--- src/rtl/id_ex_stage_pkg.sv ---
// rtl/id_ex_stage_pkg.sv - ID/EX stage widths, NOP encodings and register-address map.
package id_ex_stage_pkg;

   localparam int DEF_DATA_W   = 16;
   localparam int DEF_REG_AW   = 4;
   localparam int DEF_ALU_OP_W = 4;
   localparam int DEF_CNT_W    = 16;

   typedef enum logic [DEF_ALU_OP_W-1:0] {
      ALU_NOP = 4'd0,
      ALU_ADD = 4'd1,
      ALU_SUB = 4'd2,
      ALU_AND = 4'd3,
      ALU_OR  = 4'd4,
      ALU_XOR = 4'd5,
      ALU_SLL = 4'd6,
      ALU_SRA = 4'd7
   } alu_op_e;

   localparam logic [DEF_ALU_OP_W-1:0] ALU_OP_NOP = ALU_NOP;

   // Special registers share the address space above the eight general registers.
   localparam logic [DEF_REG_AW-1:0] REG_SP = 4'd8;
   localparam logic [DEF_REG_AW-1:0] REG_T  = 4'd9;
   localparam logic [DEF_REG_AW-1:0] REG_IH = 4'd10;
   localparam logic [DEF_REG_AW-1:0] REG_RA = 4'd11;

endpackage

--- src/rtl/id_ex_stage_if.sv ---
// rtl/id_ex_stage_if.sv - decode-side and EX-side bus of the ID/EX pipeline boundary.
interface id_ex_stage_if
   import id_ex_stage_pkg::*;
#(
   parameter int DATA_W   = DEF_DATA_W,
   parameter int REG_AW   = DEF_REG_AW,
   parameter int ALU_OP_W = DEF_ALU_OP_W,
   parameter int CNT_W    = DEF_CNT_W
) ();

   logic                id_valid;
   logic                id_ready;
   logic [DATA_W-1:0]   imm_in;
   logic [DATA_W-1:0]   rx_data;
   logic [DATA_W-1:0]   ry_data;
   logic [REG_AW-1:0]   rx_addr;
   logic [REG_AW-1:0]   ry_addr;
   logic                use_rx;
   logic                use_ry;
   logic [REG_AW-1:0]   rd_addr;
   logic [DATA_W-1:0]   pc_in;
   logic [ALU_OP_W-1:0] alu_op_in;
   logic                alu_src_imm_in;
   logic                mem_read_in;
   logic                mem_write_in;
   logic                reg_write_in;
   logic                flush;
   logic                ex_ready;
   logic                ex_valid;
   logic [DATA_W-1:0]   ex_imm;
   logic [DATA_W-1:0]   ex_rx_data;
   logic [DATA_W-1:0]   ex_ry_data;
   logic [DATA_W-1:0]   ex_pc;
   logic [REG_AW-1:0]   ex_rd_addr;
   logic [ALU_OP_W-1:0] ex_alu_op;
   logic                ex_alu_src_imm;
   logic                ex_mem_read;
   logic                ex_mem_write;
   logic                ex_reg_write;
   logic [CNT_W-1:0]    bubble_cnt;

   modport master (
      output id_valid, imm_in, rx_data, ry_data, rx_addr, ry_addr, use_rx, use_ry,
             rd_addr, pc_in, alu_op_in, alu_src_imm_in, mem_read_in, mem_write_in,
             reg_write_in, flush, ex_ready,
      input  id_ready, ex_valid, ex_imm, ex_rx_data, ex_ry_data, ex_pc, ex_rd_addr,
             ex_alu_op, ex_alu_src_imm, ex_mem_read, ex_mem_write, ex_reg_write,
             bubble_cnt
   );

   modport slave (
      input  id_valid, imm_in, rx_data, ry_data, rx_addr, ry_addr, use_rx, use_ry,
             rd_addr, pc_in, alu_op_in, alu_src_imm_in, mem_read_in, mem_write_in,
             reg_write_in, flush, ex_ready,
      output id_ready, ex_valid, ex_imm, ex_rx_data, ex_ry_data, ex_pc, ex_rd_addr,
             ex_alu_op, ex_alu_src_imm, ex_mem_read, ex_mem_write, ex_reg_write,
             bubble_cnt
   );

endinterface

--- src/rtl/id_ex_stage_load_use_detect.sv ---
// rtl/id_ex_stage_load_use_detect.sv - combinational load-use hazard compare.
module load_use_detect
   import id_ex_stage_pkg::*;
#(
   parameter int REG_AW = DEF_REG_AW
) (
   input  logic              id_valid,
   input  logic              ex_valid,
   input  logic              ex_mem_read,
   input  logic              ex_reg_write,
   input  logic [REG_AW-1:0] ex_rd_addr,
   input  logic              use_rx,
   input  logic [REG_AW-1:0] rx_addr,
   input  logic              use_ry,
   input  logic [REG_AW-1:0] ry_addr,
   output logic              hazard
);

   logic ex_is_load;
   logic src_match;

   assign ex_is_load = ex_valid & ex_mem_read & ex_reg_write;
   assign src_match  = (use_rx & (rx_addr == ex_rd_addr)) |
                       (use_ry & (ry_addr == ex_rd_addr));
   assign hazard     = id_valid & ex_is_load & src_match;

endmodule

--- src/rtl/id_ex_stage.sv ---
// rtl/id_ex_stage.sv - ID/EX pipeline register with flow control, flush and load-use bubbles.
module id_ex_stage
   import id_ex_stage_pkg::*;
#(
   parameter int DATA_W   = DEF_DATA_W,
   parameter int REG_AW   = DEF_REG_AW,
   parameter int ALU_OP_W = DEF_ALU_OP_W,
   parameter int CNT_W    = DEF_CNT_W
) (
   input  logic          clk,
   input  logic          rst,
   id_ex_stage_if.slave  bus
);

   logic                ex_valid_r;
   logic [DATA_W-1:0]   ex_imm_r;
   logic [DATA_W-1:0]   ex_rx_data_r;
   logic [DATA_W-1:0]   ex_ry_data_r;
   logic [DATA_W-1:0]   ex_pc_r;
   logic [REG_AW-1:0]   ex_rd_addr_r;
   logic [ALU_OP_W-1:0] ex_alu_op_r;
   logic                ex_alu_src_imm_r;
   logic                ex_mem_read_r;
   logic                ex_mem_write_r;
   logic                ex_reg_write_r;
   logic [CNT_W-1:0]    bubble_cnt_r;

   logic hazard;
   logic stall;
   logic accept;
   logic clear;
   logic count_en;

   load_use_detect #(.REG_AW(REG_AW)) u_load_use_detect (
      .id_valid     (bus.id_valid),
      .ex_valid     (ex_valid_r),
      .ex_mem_read  (ex_mem_read_r),
      .ex_reg_write (ex_reg_write_r),
      .ex_rd_addr   (ex_rd_addr_r),
      .use_rx       (bus.use_rx),
      .rx_addr      (bus.rx_addr),
      .use_ry       (bus.use_ry),
      .ry_addr      (bus.ry_addr),
      .hazard       (hazard)
   );

   assign stall       = ex_valid_r & ~bus.ex_ready;
   assign bus.id_ready = ~bus.flush & ~hazard & (~ex_valid_r | bus.ex_ready);
   assign accept      = bus.id_valid & bus.id_ready;
   // Everything that is neither a hold nor an accept loads the all-zero NOP.
   assign clear       = bus.flush | (~stall & ~accept);
   assign count_en    = ~bus.flush & ~stall & hazard;

   always_ff @(posedge clk) begin
      if (rst || clear) begin
         ex_valid_r       <= 1'b0;
         ex_imm_r         <= '0;
         ex_rx_data_r     <= '0;
         ex_ry_data_r     <= '0;
         ex_pc_r          <= '0;
         ex_rd_addr_r     <= '0;
         ex_alu_op_r      <= ALU_OP_W'(ALU_OP_NOP);
         ex_alu_src_imm_r <= 1'b0;
         ex_mem_read_r    <= 1'b0;
         ex_mem_write_r   <= 1'b0;
         ex_reg_write_r   <= 1'b0;
      end else if (accept) begin
         ex_valid_r       <= 1'b1;
         ex_imm_r         <= bus.imm_in;
         ex_rx_data_r     <= bus.rx_data;
         ex_ry_data_r     <= bus.ry_data;
         ex_pc_r          <= bus.pc_in;
         ex_rd_addr_r     <= bus.rd_addr;
         ex_alu_op_r      <= bus.alu_op_in;
         ex_alu_src_imm_r <= bus.alu_src_imm_in;
         ex_mem_read_r    <= bus.mem_read_in;
         ex_mem_write_r   <= bus.mem_write_in;
         ex_reg_write_r   <= bus.reg_write_in;
      end
   end

   always_ff @(posedge clk) begin
      if (rst) begin
         bubble_cnt_r <= '0;
      end else if (count_en && (bubble_cnt_r != {CNT_W{1'b1}})) begin
         bubble_cnt_r <= bubble_cnt_r + CNT_W'(1);
      end
   end

   assign bus.ex_valid       = ex_valid_r;
   assign bus.ex_imm         = ex_imm_r;
   assign bus.ex_rx_data     = ex_rx_data_r;
   assign bus.ex_ry_data     = ex_ry_data_r;
   assign bus.ex_pc          = ex_pc_r;
   assign bus.ex_rd_addr     = ex_rd_addr_r;
   assign bus.ex_alu_op      = ex_alu_op_r;
   assign bus.ex_alu_src_imm = ex_alu_src_imm_r;
   assign bus.ex_mem_read    = ex_mem_read_r;
   assign bus.ex_mem_write   = ex_mem_write_r;
   assign bus.ex_reg_write   = ex_reg_write_r;
   assign bus.bubble_cnt     = bubble_cnt_r;

endmodule

--- src/flat_wrapper.sv ---
// flat-port wrapper written by rule: the top's interface ports become plain ports
module id_ex_stage_flat import id_ex_stage_pkg::*;
#(
   parameter int DATA_W   = DEF_DATA_W,
   parameter int REG_AW   = DEF_REG_AW,
   parameter int ALU_OP_W = DEF_ALU_OP_W,
   parameter int CNT_W    = DEF_CNT_W
)
  (clk, rst, bus_id_valid, bus_imm_in, bus_rx_data, bus_ry_data, bus_rx_addr, bus_ry_addr, bus_use_rx, bus_use_ry, bus_rd_addr, bus_pc_in, bus_alu_op_in, bus_alu_src_imm_in, bus_mem_read_in, bus_mem_write_in, bus_reg_write_in, bus_flush, bus_ex_ready, bus_id_ready, bus_ex_valid, bus_ex_imm, bus_ex_rx_data, bus_ex_ry_data, bus_ex_pc, bus_ex_rd_addr, bus_ex_alu_op, bus_ex_alu_src_imm, bus_ex_mem_read, bus_ex_mem_write, bus_ex_reg_write, bus_bubble_cnt);
  id_ex_stage_if #(.DATA_W(DATA_W), .REG_AW(REG_AW), .ALU_OP_W(ALU_OP_W), .CNT_W(CNT_W)) bus_i ();
  input  logic clk;
  input  logic rst;
  input wire logic [$bits(bus_i.id_valid)-1:0] bus_id_valid;
  input wire logic [$bits(bus_i.imm_in)-1:0] bus_imm_in;
  input wire logic [$bits(bus_i.rx_data)-1:0] bus_rx_data;
  input wire logic [$bits(bus_i.ry_data)-1:0] bus_ry_data;
  input wire logic [$bits(bus_i.rx_addr)-1:0] bus_rx_addr;
  input wire logic [$bits(bus_i.ry_addr)-1:0] bus_ry_addr;
  input wire logic [$bits(bus_i.use_rx)-1:0] bus_use_rx;
  input wire logic [$bits(bus_i.use_ry)-1:0] bus_use_ry;
  input wire logic [$bits(bus_i.rd_addr)-1:0] bus_rd_addr;
  input wire logic [$bits(bus_i.pc_in)-1:0] bus_pc_in;
  input wire logic [$bits(bus_i.alu_op_in)-1:0] bus_alu_op_in;
  input wire logic [$bits(bus_i.alu_src_imm_in)-1:0] bus_alu_src_imm_in;
  input wire logic [$bits(bus_i.mem_read_in)-1:0] bus_mem_read_in;
  input wire logic [$bits(bus_i.mem_write_in)-1:0] bus_mem_write_in;
  input wire logic [$bits(bus_i.reg_write_in)-1:0] bus_reg_write_in;
  input wire logic [$bits(bus_i.flush)-1:0] bus_flush;
  input wire logic [$bits(bus_i.ex_ready)-1:0] bus_ex_ready;
  output wire logic [$bits(bus_i.id_ready)-1:0] bus_id_ready;
  output wire logic [$bits(bus_i.ex_valid)-1:0] bus_ex_valid;
  output wire logic [$bits(bus_i.ex_imm)-1:0] bus_ex_imm;
  output wire logic [$bits(bus_i.ex_rx_data)-1:0] bus_ex_rx_data;
  output wire logic [$bits(bus_i.ex_ry_data)-1:0] bus_ex_ry_data;
  output wire logic [$bits(bus_i.ex_pc)-1:0] bus_ex_pc;
  output wire logic [$bits(bus_i.ex_rd_addr)-1:0] bus_ex_rd_addr;
  output wire logic [$bits(bus_i.ex_alu_op)-1:0] bus_ex_alu_op;
  output wire logic [$bits(bus_i.ex_alu_src_imm)-1:0] bus_ex_alu_src_imm;
  output wire logic [$bits(bus_i.ex_mem_read)-1:0] bus_ex_mem_read;
  output wire logic [$bits(bus_i.ex_mem_write)-1:0] bus_ex_mem_write;
  output wire logic [$bits(bus_i.ex_reg_write)-1:0] bus_ex_reg_write;
  output wire logic [$bits(bus_i.bubble_cnt)-1:0] bus_bubble_cnt;
  assign bus_i.id_valid = bus_id_valid;
  assign bus_i.imm_in = bus_imm_in;
  assign bus_i.rx_data = bus_rx_data;
  assign bus_i.ry_data = bus_ry_data;
  assign bus_i.rx_addr = bus_rx_addr;
  assign bus_i.ry_addr = bus_ry_addr;
  assign bus_i.use_rx = bus_use_rx;
  assign bus_i.use_ry = bus_use_ry;
  assign bus_i.rd_addr = bus_rd_addr;
  assign bus_i.pc_in = bus_pc_in;
  assign bus_i.alu_op_in = bus_alu_op_in;
  assign bus_i.alu_src_imm_in = bus_alu_src_imm_in;
  assign bus_i.mem_read_in = bus_mem_read_in;
  assign bus_i.mem_write_in = bus_mem_write_in;
  assign bus_i.reg_write_in = bus_reg_write_in;
  assign bus_i.flush = bus_flush;
  assign bus_i.ex_ready = bus_ex_ready;
  assign bus_id_ready = bus_i.id_ready;
  assign bus_ex_valid = bus_i.ex_valid;
  assign bus_ex_imm = bus_i.ex_imm;
  assign bus_ex_rx_data = bus_i.ex_rx_data;
  assign bus_ex_ry_data = bus_i.ex_ry_data;
  assign bus_ex_pc = bus_i.ex_pc;
  assign bus_ex_rd_addr = bus_i.ex_rd_addr;
  assign bus_ex_alu_op = bus_i.ex_alu_op;
  assign bus_ex_alu_src_imm = bus_i.ex_alu_src_imm;
  assign bus_ex_mem_read = bus_i.ex_mem_read;
  assign bus_ex_mem_write = bus_i.ex_mem_write;
  assign bus_ex_reg_write = bus_i.ex_reg_write;
  assign bus_bubble_cnt = bus_i.bubble_cnt;
  id_ex_stage #(.DATA_W(DATA_W), .REG_AW(REG_AW), .ALU_OP_W(ALU_OP_W), .CNT_W(CNT_W)) u_core (.clk(clk), .rst(rst), .bus(bus_i));
endmodule
--- config.mk ---
export PLATFORM = sky130hd
export DESIGN_NAME = id_ex_stage_flat
export DESIGN_NICKNAME = d
export VERILOG_FILES = /design/src/rtl/id_ex_stage_pkg.sv /design/src/rtl/id_ex_stage_if.sv /design/src/rtl/id_ex_stage_load_use_detect.sv /design/src/rtl/id_ex_stage.sv /design/src/flat_wrapper.sv
export SDC_FILE = /design/constraint.sdc
export NUM_CORES = 1
export LEC_CHECK = 0
export CAP_MARGIN = 15
export CORE_MARGIN = 5
export CORE_UTILIZATION = 35
export CTS_CLUSTER_DIAMETER = 60
export DETAILED_ROUTE_END_ITERATION = 8
export PLACE_DENSITY = 0.71
export SLEW_MARGIN = 20
export SYNTH_ARGS = -nofsm -noshare
export SYNTH_HDL_FRONTEND = slang
export SYNTH_HIERARCHICAL = 1
export SYNTH_SLANG_ARGS = --single-unit
--- constraint.sdc ---
create_clock -name clk -period 2.93 [get_ports clk]
set_clock_uncertainty 0.1 [all_clocks]
set_input_delay 0.586 -clock clk [delete_from_list [all_inputs] [get_ports clk]]
set_output_delay 0.586 -clock clk [all_outputs]
set_load 0.02 [all_outputs]
# [Yosys cells after proc, flatten, opt, wreduce, memory -nomap -nowiden]
# Index checks and enable logic that the tools add are counted.
[word_totals] elab_cells=40 input_bits=91 out_inout_bits=94 register_bits=93
[op_classes] addsub=1 eq_ne=3 reduce_logical=2 n_bitwise=22
[op_table] cell="16-bit by 1-bit adder with 16-bit output, second input constant" n=1
[op_table] cell="16-bit inequality test, second input constant" n=1
[op_table] cell="1-bit AND" n=13
[op_table] cell="4-bit equality test" n=2
[op_table] cell="1-bit NOT" n=6
[op_table] cell="1-bit OR" n=3
[op_table] cell="1-bit logical AND" n=1
[op_table] cell="1-bit logical OR" n=1

# [Logic depth before layout (Yosys ltp)]
[depth] depth_word=12 ltp_mapped=11 mapped_depth_nobuf=8

# [Hierarchy]
# The synthesis kept the hierarchy.
[modules_own_cells] mod="id_ex_stage" cells_per_inst=433 instances=1 seq_area_each_um2=1861.8 area_per_inst_um2=3537.1
[modules_own_cells] mod="load_use_detect" cells_per_inst=14 instances=1 seq_area_each_um2=0.0 area_per_inst_um2=105.1

# [Worst setup path before layout]
# Ideal clock, no wire load.
[synth_timing] path_kind="input port to flip-flop" from="input bus_rx_addr[2]" to="register u_core.bubble_cnt_r[11] (netlist: u_core/bus.bubble_cnt[11])" cell_stages=9 path_slack_ps=523 arrival_time_ps=2237 setup_ps=70 path_cell_list="xor2_1 nor4_1 nand3_1 nand2_1 nor2b_4 nand3_1 buf_6 or4_1 a21oi_1"
[synth_between] elab_chain_len=6
[synth_rtl] item="start: declaration" line_no="flat_wrapper.sv:17" source="input wire logic [$bits(bus_i.rx_addr)-1:0] bus_rx_addr;"
[synth_rtl] item="4-bit equality test" line_no="id_ex_stage_load_use_detect.sv:23" source="assign src_match = (use_rx & (rx_addr == ex_rd_addr)) |"
[synth_rtl] item="1-bit AND" line_no="id_ex_stage_load_use_detect.sv:23"
[synth_rtl] item="1-bit OR" line_no="id_ex_stage_load_use_detect.sv:23"
[synth_rtl] item="1-bit AND" line_no="id_ex_stage_load_use_detect.sv:25" source="assign hazard = id_valid & ex_is_load & src_match;"
[synth_rtl] item="net u_core.hazard" line_no="id_ex_stage.sv:28" source="logic hazard;"
[synth_rtl] item="1-bit AND" line_no="id_ex_stage.sv:52" source="assign count_en = ~bus.flush & ~stall & hazard;"
[synth_rtl] item="1-bit logical AND" line_no="id_ex_stage.sv:85" source="end else if (count_en && (bubble_cnt_r != {CNT_W{1'b1}})) begin"
[synth_rtl] item="end signal: assignment" line_no="id_ex_stage.sv:86" source="bubble_cnt_r <= bubble_cnt_r + CNT_W'(1);"
[synth_rtl] item="end: declaration" line_no="id_ex_stage.sv:26" source="logic [CNT_W-1:0] bubble_cnt_r;"
# The timed path passes the listed nets, and every way through them passes these cells.
# A chain may end at the register's enable or synchronous reset.

# [Worst setup path after layout]
[layout_timing] from="input bus_ry_addr[1]" to="output bus_id_ready"
[layout_between] elab_chain_len=7
[layout_rtl] item="start: declaration" line_no="flat_wrapper.sv:18" source="input wire logic [$bits(bus_i.ry_addr)-1:0] bus_ry_addr;"
[layout_rtl] item="4-bit equality test" line_no="id_ex_stage_load_use_detect.sv:24" source="(use_ry & (ry_addr == ex_rd_addr));"
[layout_rtl] item="1-bit AND" line_no="id_ex_stage_load_use_detect.sv:24"
[layout_rtl] item="1-bit OR" line_no="id_ex_stage_load_use_detect.sv:23"
[layout_rtl] item="1-bit AND" line_no="id_ex_stage_load_use_detect.sv:25"
[layout_rtl] item="net u_core.hazard" line_no="id_ex_stage.sv:28"
[layout_rtl] item="1-bit NOT" line_no="id_ex_stage.sv:48" source="assign bus.id_ready = ~bus.flush & ~hazard & (~ex_valid_r | bus.ex_ready);"
[layout_rtl] item="1-bit AND (2 in a row)" line_no="id_ex_stage.sv:48"
[layout_rtl] item="end: declaration" line_no="flat_wrapper.sv:30" source="output wire logic [$bits(bus_i.id_ready)-1:0] bus_id_ready;"
# The timed path passes the listed nets, and every way through them passes these cells.

==> summary.md <==
| Metric | Value |
|---|---|
| Synthesized flop and latch total | 93 |
| Net Switching | 0.0005701 W |
| Placed Area | 5689 µm² |
| Final Worst Setup Slack | 0.1321 ns |
| Die width | 112.0 µm |
| Synthesized net count | 539 |
| Antenna violations before repair | 0 |
| Maximum single-stage delay on the critical path | 0.47 ns |
| Commonest register cell after synthesis | dfxtp_1 |
| Power per cell area | 399.6 nW/µm² |
| Required time at the worst-slack endpoint | 2.24 ns |
| Clk sinks | 93 |
| Net switching share of the total power | 0.2423 |
| Peak ir drop on the vdd network | 291.4 µV |
| Unique masters post-synth | 41 |
| Async S/R FF share, synth | 0 |
| Leading cell type by number of instances after synthesis | nand2_1 |
| Number of instances in the synthesized netlist | 447 |
| Final Wtd Congestion | 0.8377 |
| Half-perimeter wire length of the detailed placement result | 8.462 mm |
| Area leader, netlist | dfxtp_1 |
| Crit Path Max Fanout | 3 |
| Startpoint of the most critical setup path | bus_ry_addr[1] |
| Depth of the worst register-to-register path | 9 |
| Count of input and output buffers | 184 |
| Shortest clock period the worst path allows after layout | 2.798 ns |
| Rows | 37 |
| Largest net degree at the start of global routing | 77 |
| Via Count | 3763 |
| Number of setup buffers added after CTS | 0 |
| Overall track demand over capacity in global routing | 0.1726 |
| Area share of the largest cell type after synthesis | 0.5112 |
| Count of unresolved DRC violations after routing | 0 |
| Pint | 0.001782 W |
| Portion of total power attributed to combinational logic | 0.107 |
| Die footprint | 12550 µm² |
| Residual antenna-violating net count after detailed routing | 0 |
| Clock tree from TritonCTS | done |
| Number of buffers added by the clock tree synthesis step | 9 |
| Post-CTS Hold Buffers | 0 |
| Category of the worst setup path launch point | input port |
| Final std cell area, no fill | 5887 µm² |
| Area growth from synthesis to layout | 61.63% |
| Initial core utilization | 0.3560 |
| Clock edge transition at the registers on the reported setup and hold paths | 0.09 ns |
| End of the worst register-to-register path | u_core/bus.bubble_cnt[7] |
| Hold Vio Cnt, Final | 0 |
| Final WL | 11.30 mm |
| Clock latency on the worst-skew pair | 0.34 ns |
| Commonest cells in the netlist | nand2_1, dfxtp_1, a21oi_1, clkbuf_1, buf_2 |
| Number of synthesized flops with an enable pin | 0 |
| Max Clk Rate | 357.4 MHz |
| Final count of negative-setup-slack endpoints | 0 |
| Antenna diode count | 0 |
| Actual transition at the worst max-transition pin | 0.5512 ns |
| Overflow after GRT | 0 |
| Wire per inst | 14.72 µm |
| Total of warnings raised by yosys | 6 |
| Critical path, cell by cell | clkdlybuf4s50_1 > xor2_1 > nor4_2 > nand3_1 > nand2_1 > nor3_1 > dlygate4sd2_1 |
| First-pass GRT wire length | 18.04 mm |
| Path type of the worst setup path | in2out |
| Total of fill cells in the finished design | 929 |
| R2r setup slk | 0.54 ns |
| Normalized max-slew margin | 0.6303 |
| Ranking of synthesized cells by area | dfxtp_1, nand2_1, a21oi_1, xor2_1, clkbuf_1 |
| Portion of total power attributed to sequential cells | 0.542 |
| Depth of the CTS H-tree | 3 |
| Max-cap violations | 0 |
| Synthesized area | 3642 µm² |
| Unrepaired setup endpoints after global routing | false |
| Run status | finished, final reports clean |
| Startpoint of the most critical register-to-register path | u_core/bus.ex_rd_addr[2] |
| Share of post-route cells with drive strength above 1 | 0.07120 |
| Starting DRC count in detailed routing | 158 |
| # IOs | 185 |
| First-pass detailed-route iteration total | 4 |
| Final critical-path share of the clock period | 0.9549 |
| Element type at the critical path end | primary output |
| Clock power frac | 0.350 |
| Leak | 2.015 nW |
| Slew Limit Fails | 0 |
| Critical path capture point | bus_id_ready |
| Vias in the first global route | 3645 |
| Maximum number of buffers from clock root to sink | 2 |
| Y dimension of the die | 112.0 µm |
| Utilization after layout | 0.5754 |
| Post-CTS Resized | 1 |
| Data arrival time at the worst-slack endpoint | 2.11 ns |
| Core area | 10230 µm² |
| Mean Syn Cell Area | 8.148 µm² |
| Share of synthesized area occupied by flip-flops and latches | 0.5112 |
| Crit path max-delay cell type | clkdlybuf4s50_1 |
| Root Buffer | clkbuf_8 |
| Final-stage net count | 719 |
| Type of the worst min-delay path | reg2reg |
| Dpl ws | -0.1690 ns |
| Via-per-instance ratio | 4.900 |
[layout make-up]
| cell class | count | area [µm²] | area share |
|---|---|---|---|
| well taps | 136 | 170.2 | 0.02891 |
| multi-input cells | 322 | 1659 | 0.2818 |
| flip-flops and latches | 93 | 1862 | 0.3163 |
| clock inverters | 5 | 41.29 | 0.007014 |
| clock buffers | 11 | 151.4 | 0.02572 |
| inverters | 4 | 15.01 | 0.002550 |
| repair buffers | 197 | 1988 | 0.3377 |
[critical path, delay by kind of cell]
kind,cells,cell delay [ns]
xor gates and xnor gates,1,0.24
and+or+nand+nor,4,0.46
buffers and inverters,2,0.83
[power by group through the flow]
stage	combinational [W]	clock (W)	sequential, W
2_1_floorplan	0.0000747	0	0.00131
3_3_place_gp	0.000252	0	0.00130
3_5_place_dp	0.000253	0	0.00130
4_1_cts	0.000254	0.000859	0.00128
5_1_grt	0.000273	0.000907	0.00128
6_report	0.000252	0.000824	0.00128
[routing by layer]
| layer | up-vias | routed length [µm] | track usage |
|---|---|---|---|
| li1 | 1868 | - | - |
| met1 | 1738 | 4754 | 0.2103 |
| met2 | 147 | 5356 | 0.2890 |
| met3 | 10 | 1067 | 0.06361 |
| met4 | 0 | 125 | 0.04647 |
| met5 | - | 0 | 0 |
[worst min-delay path by stage]
| stage | start | endpoint | slack, ns | cells after the start |
|---|---|---|---|---|
| detailed placement | u_core/bus.ex_pc[14] | u_core/bus.ex_pc[14] | 0.35 | 2 |
| finish | u_core/bus.ex_pc[14] | u_core/bus.ex_pc[14] | 0.36 | 2 |
| global placement | u_core/bus.ex_ry_data[6] | u_core/bus.ex_ry_data[6] | 0.34 | 2 |
| floorplan | u_core/bus.ex_alu_op[3] | u_core/bus.ex_alu_op[3] | 0.43 | 2 |
| global route | u_core/bus.ex_pc[15] | u_core/bus.ex_pc[15] | 0.38 | 2 |
| CTS | u_core/bus.ex_mem_write | u_core/bus.ex_mem_write | 0.36 | 2 |
[layout by cell type, fill, tap and decap left out, drive strengths merged, types with 6 or more instances in the layout]
cell / synthesis / final
clkdlybuf4s50: 0 / 183
o31ai: 8 / 8
clkbuf: 16 / 11
or4: 6 / 6
a21oi: 85 / 85
dfxtp: 93 / 93
nand3: 9 / 9
inv: 4 / 6
nand2: 160 / 160
buf: 12 / 13
xor2: 8 / 8
nor2: 6 / 6
[cell families (layout without fill, tap and decap cells)]
group	after synthesis	count (layout)	share of synthesized area
muxes	3	3	0.008931
adders and majority gates	1	1	0.003435
DFF	93	93	0.5112
xor gates and xnor gates	8	8	0.01924
buffers and inverters	32	217	0.03882
and+or+nand+nor	206	206	0.2600
AOI/OAI and AO/OA	104	104	0.1584
[registers in the layout, indices dropped and copies added (netlist names)]
register                   count
u_core/bus.ex_rx_data         16
u_core/bus.ex_ry_data         16
u_core/bus.ex_alu_op           4
u_core/bus.ex_reg_write        1
u_core/bus.ex_alu_src_imm      1
u_core/bus.ex_rd_addr          4
u_core/bus.ex_mem_read         1
u_core/bus.bubble_cnt         16
u_core/bus.ex_pc              16
u_core/bus.ex_valid            1
u_core/bus.ex_mem_write        1
u_core/bus.ex_imm             16
[metrics by stage]
stage | power [W] | cells | setup TNS [ns] | hold slack, ns
6_report | 0.002352 | 768 | 0 | 0.3565
5_1_grt | 0.002456 | 768 | 0 | 0.3774
4_1_cts | 0.002389 | 768 | 0 | 0.3587
3_5_place_dp | 0.001558 | 752 | -0.5638 | 0.3459
3_3_place_gp | 0.001557 | 752 | -0.1678 | 0.3414
2_1_floorplan | 0.001389 | 447 | 0 | 0.4332
Power figures use the tool's default switching activity.
